## src/rtl/pipe_pkg.sv

```systemverilog
// pipe_pkg: shared definitions for the pipeline-stage register.
//   - State encoding of the stage controller (EMPTY / FULL / SKID).
//   - Default widths for data payload, destination index and control bundle.
// No ports (package).
package pipe_pkg;

    localparam logic [1:0] ST_EMPTY = 2'd0;
    localparam logic [1:0] ST_FULL  = 2'd1;
    localparam logic [1:0] ST_SKID  = 2'd2;

    localparam int PIPE_DATA_W = 32;
    localparam int PIPE_DST_W  = 5;
    localparam int PIPE_CTRL_W = 8;

    typedef enum logic [1:0] {
        S_EMPTY = ST_EMPTY,
        S_FULL  = ST_FULL,
        S_SKID  = ST_SKID
    } pipe_state_e;

endpackage

```

## src/rtl/pipe_slot.sv

```systemverilog
// pipe_slot: one {valid, data, dst, ctrl} holding register.
// Ports:
//   clock, reset          rising-edge clock, synchronous active-high reset
//   load                  capture d_* and mark the slot valid
//   clear                 invalidate the slot (wins over load)
//   d_data/d_dst/d_ctrl   payload to capture
//   q_valid/q_data/...    held entry
// ZERO_ON_CLEAR also wipes the payload on clear; the main slot keeps its
// payload so the downstream data/dst lines hold their last value.
module pipe_slot
    import pipe_pkg::*;
#(
    parameter int DATA_W        = PIPE_DATA_W,
    parameter int DST_W         = PIPE_DST_W,
    parameter int CTRL_W        = PIPE_CTRL_W,
    parameter bit ZERO_ON_CLEAR = 1'b0
) (
    input  logic              clock,
    input  logic              reset,
    input  logic              load,
    input  logic              clear,
    input  logic [DATA_W-1:0] d_data,
    input  logic [DST_W-1:0]  d_dst,
    input  logic [CTRL_W-1:0] d_ctrl,
    output logic              q_valid,
    output logic [DATA_W-1:0] q_data,
    output logic [DST_W-1:0]  q_dst,
    output logic [CTRL_W-1:0] q_ctrl
);

    always_ff @(posedge clock) begin
        if (reset) begin
            q_valid <= 1'b0;
            q_data  <= '0;
            q_dst   <= '0;
            q_ctrl  <= '0;
        end else if (clear) begin
            q_valid <= 1'b0;
            if (ZERO_ON_CLEAR) begin
                q_data <= '0;
                q_dst  <= '0;
                q_ctrl <= '0;
            end
        end else if (load) begin
            q_valid <= 1'b1;
            q_data  <= d_data;
            q_dst   <= d_dst;
            q_ctrl  <= d_ctrl;
        end
    end

endmodule

```

## src/rtl/pipe_stage_skid.sv

```systemverilog
// pipe_stage_skid: inter-stage pipeline register with valid/ready handshake,
// a two-entry skid buffer (main + skid slot) and synchronous flush.
// Ports:
//   clock, reset                 rising-edge clock, synchronous active-high reset
//   flush                        squash every held entry this cycle
//   in_valid/in_ready            upstream handshake (in_ready is registered)
//   in_data/in_dst/in_ctrl       upstream entry
//   out_valid/out_ready          downstream handshake
//   out_data/out_dst/out_ctrl    entry to next stage (out_ctrl is 0 when idle)
//   stall_cnt [15:0]             only with PIPE_STALL_CNT_EN defined: saturating
//                                count of cycles with out_valid & !out_ready
// Optional build macro: PIPE_STALL_CNT_EN.
module pipe_stage_skid
    import pipe_pkg::*;
#(
    parameter int DATA_W = PIPE_DATA_W,
    parameter int DST_W  = PIPE_DST_W,
    parameter int CTRL_W = PIPE_CTRL_W
) (
    input  logic              clock,
    input  logic              reset,
    input  logic              flush,
    input  logic              in_valid,
    output logic              in_ready,
    input  logic [DATA_W-1:0] in_data,
    input  logic [DST_W-1:0]  in_dst,
    input  logic [CTRL_W-1:0] in_ctrl,
    output logic              out_valid,
    input  logic              out_ready,
    output logic [DATA_W-1:0] out_data,
    output logic [DST_W-1:0]  out_dst,
    output logic [CTRL_W-1:0] out_ctrl
`ifdef PIPE_STALL_CNT_EN
    ,
    output logic [15:0]       stall_cnt
`endif
);

    localparam int MAIN = 0;
    localparam int SKID = 1;

    pipe_state_e state_reg, state_next;
    logic        in_ready_reg;
    logic        in_xfer, out_xfer;
    logic        main_from_skid;

    logic [1:0]        slot_load, slot_clear, slot_valid;
    logic [DATA_W-1:0] slot_d_data [2];
    logic [DST_W-1:0]  slot_d_dst  [2];
    logic [CTRL_W-1:0] slot_d_ctrl [2];
    logic [DATA_W-1:0] slot_q_data [2];
    logic [DST_W-1:0]  slot_q_dst  [2];
    logic [CTRL_W-1:0] slot_q_ctrl [2];

    assign in_xfer  = in_valid & in_ready_reg;
    assign out_xfer = slot_valid[MAIN] & out_ready;

    // Main slot refills from the skid slot when draining SKID, otherwise
    // from upstream; the skid slot only ever captures upstream.
    assign slot_d_data[MAIN] = main_from_skid ? slot_q_data[SKID] : in_data;
    assign slot_d_dst[MAIN]  = main_from_skid ? slot_q_dst[SKID]  : in_dst;
    assign slot_d_ctrl[MAIN] = main_from_skid ? slot_q_ctrl[SKID] : in_ctrl;
    assign slot_d_data[SKID] = in_data;
    assign slot_d_dst[SKID]  = in_dst;
    assign slot_d_ctrl[SKID] = in_ctrl;

    for (genvar gi = 0; gi < 2; gi++) begin : g_slot
        pipe_slot #(
            .DATA_W        (DATA_W),
            .DST_W         (DST_W),
            .CTRL_W        (CTRL_W),
            .ZERO_ON_CLEAR (gi == SKID)
        ) u_slot (
            .clock   (clock),
            .reset   (reset),
            .load    (slot_load[gi]),
            .clear   (slot_clear[gi]),
            .d_data  (slot_d_data[gi]),
            .d_dst   (slot_d_dst[gi]),
            .d_ctrl  (slot_d_ctrl[gi]),
            .q_valid (slot_valid[gi]),
            .q_data  (slot_q_data[gi]),
            .q_dst   (slot_q_dst[gi]),
            .q_ctrl  (slot_q_ctrl[gi])
        );
    end

    always_comb begin
        state_next     = state_reg;
        slot_load      = '0;
        slot_clear     = '0;
        main_from_skid = 1'b0;
        case (state_reg)
            S_EMPTY: begin
                if (in_xfer) begin
                    slot_load[MAIN] = 1'b1;
                    state_next      = S_FULL;
                end
            end
            S_FULL: begin
                if (in_xfer && out_xfer) begin
                    slot_load[MAIN] = 1'b1;
                end else if (in_xfer) begin
                    slot_load[SKID] = 1'b1;
                    state_next      = S_SKID;
                end else if (out_xfer) begin
                    slot_clear[MAIN] = 1'b1;
                    state_next       = S_EMPTY;
                end
            end
            S_SKID: begin
                if (out_xfer && slot_valid[SKID]) begin
                    slot_load[MAIN]  = 1'b1;
                    slot_clear[SKID] = 1'b1;
                    main_from_skid   = 1'b1;
                    state_next       = S_FULL;
                end
            end
            default: state_next = S_EMPTY;
        endcase
        // Flush lands after any output transfer of this cycle and discards
        // whatever upstream offered.
        if (flush) begin
            state_next     = S_EMPTY;
            slot_load      = '0;
            slot_clear     = 2'b11;
            main_from_skid = 1'b0;
        end
    end

    always_ff @(posedge clock) begin
        if (reset) begin
            state_reg    <= S_EMPTY;
            in_ready_reg <= 1'b1;
        end else begin
            state_reg    <= state_next;
            // Registered from the next state so in_ready never depends on
            // out_ready combinationally.
            in_ready_reg <= (state_next != S_SKID);
        end
    end

    assign in_ready  = in_ready_reg;
    assign out_valid = slot_valid[MAIN];
    assign out_data  = slot_q_data[MAIN];
    assign out_dst   = slot_q_dst[MAIN];
    assign out_ctrl  = slot_valid[MAIN] ? slot_q_ctrl[MAIN] : '0;

`ifdef PIPE_STALL_CNT_EN
    logic [15:0] stall_cnt_reg;

    always_ff @(posedge clock) begin
        if (reset) begin
            stall_cnt_reg <= '0;
        end else if (slot_valid[MAIN] && !out_ready && stall_cnt_reg != 16'hFFFF) begin
            stall_cnt_reg <= stall_cnt_reg + 16'd1;
        end
    end

    assign stall_cnt = stall_cnt_reg;
`endif

endmodule

```

## config.mk

```make
export PLATFORM = sky130hd
export DESIGN_NAME = pipe_stage_skid
export DESIGN_NICKNAME = d
export VERILOG_FILES = /design/src/rtl/pipe_pkg.sv /design/src/rtl/pipe_slot.sv /design/src/rtl/pipe_stage_skid.sv
export SDC_FILE = /design/constraint.sdc
export NUM_CORES = 1
export LEC_CHECK = 0
export CORE_MARGIN = 4
export CORE_UTILIZATION = 40
export DETAILED_ROUTE_END_ITERATION = 8
export MAX_ROUTING_LAYER = met4
export PLACE_DENSITY_LB_ADDON = 0.2
export SLEW_MARGIN = 20
export SYNTH_ARGS = -nofsm -noshare
export SYNTH_HDL_FRONTEND = slang
export SYNTH_SLANG_ARGS = --single-unit
```

## constraint.sdc

```tcl
create_clock -name clock -period 1.97 [get_ports clock]
set_input_delay 0.2955 -clock clock [delete_from_list [all_inputs] [get_ports clock]]
set_output_delay 0.2955 -clock clock [all_outputs]
set_load 0.05 [all_outputs]
```

**After elaboration in Yosys (flattened, before gate mapping)**

Cells that the tools add are included.

- Bits of input ports: 50
- Word-level logic and storage cells: 47
- Register bits after elaboration: 95
- Output and inout bits: 47

- Reduce and logical (&&, ||, !) cells: 6
- Mux-type cells: 25
- Bitwise logic cells: 3
- Equal/unequal tests: 3

Operators with widths:

| operator | count |
|---|---|
| $mux 32 | 1 |
| $mux 2 | 8 |
| $mux 8 | 2 |
| $mux 1 | 11 |
| $pmux 2 s3 | 1 |
| $mux 5 | 1 |
| $reduce_or 2->1 | 2 |
| $pmux 1 s3 | 1 |
| $and 1x1->1 | 2 |
| $eq 2x1->1 const B | 1 |
| $eq 2x2->1 const B | 1 |
| $logic_and 1x1->1 | 2 |
| $logic_not 2->1 | 1 |
| $ne 2x2->1 const B | 1 |
| $reduce_and 2->1 | 1 |
| $not 1->1 | 1 |

**Depth between registers and ports, before layout**

- Depth after elaboration: 8
- Mapped depth: 7
- Depth with buffers taken out: 4

**Cells and area by module**

A second synthesis with hierarchy kept.

- Cell total of the unflattened synthesis: 443
- Area, all modules: 4951.0 µm²

By module, submodules not included:

| module | area an instance (µm²) | cells an instance | instances | sequential area each (µm²) |
|---|---|---|---|---|
| pipe_slot (g_slot[0].u_slot) | 2263.4 | 209 | 1 | 920.9 |
| pipe_slot (g_slot[1].u_slot) | 1669.1 | 149 | 1 | 920.9 |
| pipe_stage_skid | 1018.5 | 85 | 1 | 60.1 |

**Worst setup path before layout**

No wires, ideal clock.

- Kind: register -> register
- From: register in_ready_reg, in the netlist in_ready
- To: register g_slot[1].u_slot.q_ctrl[0]
- Arrival: 1.811 ns
- Clock period less this slack: 1.936 ns
- Required time: 1.845 ns
- Path slack: 0.034 ns
- Buffers on the path: 2
- Setup time: 0.125 ns
- Cell stages (with the launch flop): 7
- Cell sequence: dfxtp_1 nand2_1 or4b_1 buf_6 buf_6 nand2_2 a21oi_2

- Longest elaborated chain between the ends: 5
- Elaborated cells between the ends (all ways): 6
- Classes of those cells: 4 x mux; 1 x bitwise; 1 x reduce/logical

RTL lines:

| element | line | RTL |
|---|---|---|
| start, declared | pipe_stage_skid.sv:43 | `logic in_ready_reg;` |
| start signal, assigned | pipe_stage_skid.sv:139 | `in_ready_reg <= (state_next != S_SKID);` |
| $and 1x1->1 * | pipe_stage_skid.sv:55 | `assign in_xfer = in_valid & in_ready_reg;` |
| $mux 1 / $logic_and 1x1->1 (equally long branches) | pipe_stage_skid.sv:103, pipe_stage_skid.sv:101 |  |
| $mux 1 * | pipe_stage_skid.sv:101 | `if (in_xfer && out_xfer) begin` |
| $mux 1 * | pipe_stage_skid.sv:93 | `case (state_reg)` |
| $mux 2 * | pipe_stage_skid.sv:123 | `if (flush) begin` |
| end signal, assigned | pipe_slot.sv:48 | `q_ctrl <= d_ctrl;` |
| end, declared | pipe_slot.sv:28 | `output logic [CTRL_W-1:0] q_ctrl` |

Mark *: on every way between the ends. The rest lies on a longest branch, timed or not.
A chain may end at the register's enable or synchronous reset.

**Final worst setup path**

- From: register in_ready_reg, in the netlist in_ready
- To: output port in_ready

RTL lines:

| element | line | RTL |
|---|---|---|
| end, declared | pipe_stage_skid.sv:24 | `output logic in_ready,` |

No word-level cell between the ends.

==> results.toml <==
[status]
status = "completed"

[layout]
reg_top3 = "g_slot.u_slot.q_data (64), g_slot.u_slot.q_ctrl (16), g_slot.u_slot.q_dst (10)"
final_layout_size_suffix_gt1_share_pct = 33.1
largest_register = "g_slot.u_slot.q_data"
fillers = 930
area_delta_synth_final_pct = 34.8
stdcell_count = 683
antennaDiodeCount = 0
largest_reg_flops = 64
multiInputGateArea_um2 = 2090
finalNetCount = 592
regArea_um2 = 1900

[drt]
drt_iter0_drc = 160
drt-total-wl_um = 11600
detail-route-antenna-nets = 0
wire_per_inst_um = 17.0
via_per_inst = 5.36
dr_total_vias = 3660
first_pass_iters = 4
drc = 0

[synth]
syn-instance-count = 448
synth_edf_count = 0
synth.top_cell.area_share_pct = 44.7
ys_warn_count = 0
yosysTopAreaCell = "dfxtp_1"
syn_nets = 498
yosysUniqueCellTypes = 30
syn_avg_cell_area_um2 = 9.50
ys_seq_area_share_pct = 44.7
synth_area_leaders = "dfxtp_1, nand2_2, a21oi_2"
ys.flop_type = "dfxtp_1"
yosys_register_bits = 95
syn_area_um2 = 4250
synthArstFlopShare_pct = 0

[clocking]
cts_tree = "done"
cts_resized = 0
post_cts_buffers = 0
cts-root-buf = "clkbuf_8"
cts_buffers = 9
clk_pin_slew_worst_paths_ns = 0.09
clock_latency_ns = 0.35
clk_path_buf_depth = 2
numClockSinks = 95
h-tree-depth = 3
hold_buffers = 0

[timing]
period_needed_ns = 1.85
finalHoldViolCount = 0
period_share_pct = 93.8
rsz0062_at_grt = "no"
slew_headroom_pct = 65.3
slew_viol_final = 0
hold_ws_ns = 0.464
fin_skew_ns = 0.0153
setup_violations = 0
tightest_slew_ns = 0.519
max_freq_mhz = 541
setup_tns_ns = 0
fin_ws_ns = 0.121

[floorplan]
start_util_pct = 41.2
die_area_um2 = 12300
core_area_um2 = 10300
fp.dieW_um = 111
die_height_um = 111
ioPinCount = 97
num_rows = 37

[power]
irDropWorstVdd_mv = 0.422
combPwrFrac_pct = 17.7
swShare_pct = 27.7
p_switching_mw = 1.19
internal_power_mw = 3.10
power_density_nw_per_um2 = 747
leakagePower_nw = 2.10
pwr-share-seq_pct = 47.6
report.power.total_mw = 4.28
clkPwrFrac_pct = 34.6

[placed_design]
gp_congestion = 0.774
pre_cts_slack_ns = -0.110
dp_cells = 667
dp_hpwl_um = 7730
io_buffers = 96

[critical_path]
path_cells = "clkdlybuf4s50_1"
cp_num_buf_inv = 1
end_kind = "output pin"
cpPeakStageDelay_ns = 0.83
worstPathRequired_ns = 1.67
path_class = "flop to output pin"
critPathMaxFanout = 4
critPathSlowestCell = "clkdlybuf4s50_1"
start_kind = "flop"
critPathTopFamily = "buffers and inverters"
cp.arrival_ns = 1.55

[global_route]
overflow = 0
grt_use_total_pct = 19.2
antenna_found_initial = 0
grt_start_max_net_pins = 40
grt_pass1_vias = 3863
grt_pass1_wl_um = 19300

[worst_hold_path]
hold_path.class = "flop to flop"

[flow_run]
max_cap_viol_count = 0
## metrics by stage
step / instance area (µm²) / util, %
2_1_floorplan: 4250 / -
3_3_place_gp: 5500 / 53.3
3_5_place_dp: 5500 / 53.3
4_1_cts: 5740 / 55.6
5_1_grt: 5740 / 55.6
6_report: 5740 / 55.6
## layout make-up
cell class,count,area share (%)
Inverter,1,0.0654
Timing Repair Buffer,126,23.3
Sequential cell,95,33.2
Multi-Input combinational cell,309,36.4
Tap cell,136,2.97
Clock buffer,12,2.71
Clock inverter,4,1.35
## cells in the mapped netlist (2+ instances only)
| master | instances |
|---|---|
| buf_4 | 7 |
| nand2_2 | 78 |
| nand2b_1 | 2 |
| a22oi_1 | 45 |
| dfxtp_1 | 95 |
| and2_1 | 10 |
| buf_2 | 13 |
| nand2_1 | 16 |
| o31ai_1 | 45 |
| clkbuf_1 | 14 |
| a21oi_2 | 39 |
| a21oi_1 | 53 |
| nand4_1 | 2 |
| nor2_1 | 4 |
| nand3b_1 | 2 |
| buf_6 | 9 |
## path summary, 6_finish.rpt
check	start	to	slack (ns)	depth (start not counted)
worst min-delay path	g_slot[1].u_slot.q_data[4]	g_slot[1].u_slot.q_data[4]	0.46	2
worst max-delay path	in_ready	in_ready	0.12	1
worst min register to register	g_slot[1].u_slot.q_data[4]	g_slot[1].u_slot.q_data[4]	0.46	2
worst max register to register	state_reg[1]	g_slot[1].u_slot.q_data[30]	0.18	5
## power by group through the flow
| stage | combinational [mW] | clock (mW) | sequential [mW] |
|---|---|---|---|
| CTS | 0.762 | 1.50 | 2.04 |
| global route | 0.804 | 1.59 | 2.05 |
| detailed placement | 0.758 | 0 | 2.08 |
| floorplan | 0.237 | 0 | 2.28 |
| finish | 0.759 | 1.48 | 2.04 |
| global placement | 0.753 | 0 | 2.08 |
## kinds of logic (layout without fill, tap and decap cells)
logic type / count (synthesis) / in the layout / synth area share [%]
AO/OA/AOI/OAI: 185 / 185 / 30.8
buffers and inverters: 44 / 143 / 6.47
flip-flops: 95 / 95 / 44.7
AND/OR/NAND/NOR: 124 / 124 / 18.1
## per-layer routing
metal  GRT usage (%)  share of wire (%)
met2            31.6                 49
met5               -                  0
met4            5.52               0.66
met3            3.33                3.5
met1            24.5                 47
## layout by cell type, fill, tap and decap left out, types with 2 or more instances in the layout
cell type | netlist | layout
bufinv_16 | 0 | 2
a21oi_1 | 53 | 53
clkdlybuf4s50_1 | 0 | 87
buf_12 | 0 | 14
o31ai_1 | 45 | 45
nand4_1 | 2 | 2
nand2_2 | 78 | 78
buf_4 | 7 | 25
a22oi_1 | 45 | 45
nand2b_2 | 1 | 2
nand2_1 | 16 | 16
clkinv_4 | 0 | 2
clkbuf_8 | 0 | 11
dfxtp_1 | 95 | 95
nand3b_1 | 2 | 2
and2_1 | 10 | 9
a21oi_2 | 39 | 39
nor2_1 | 4 | 4
Power figures use the tool's default switching activity.
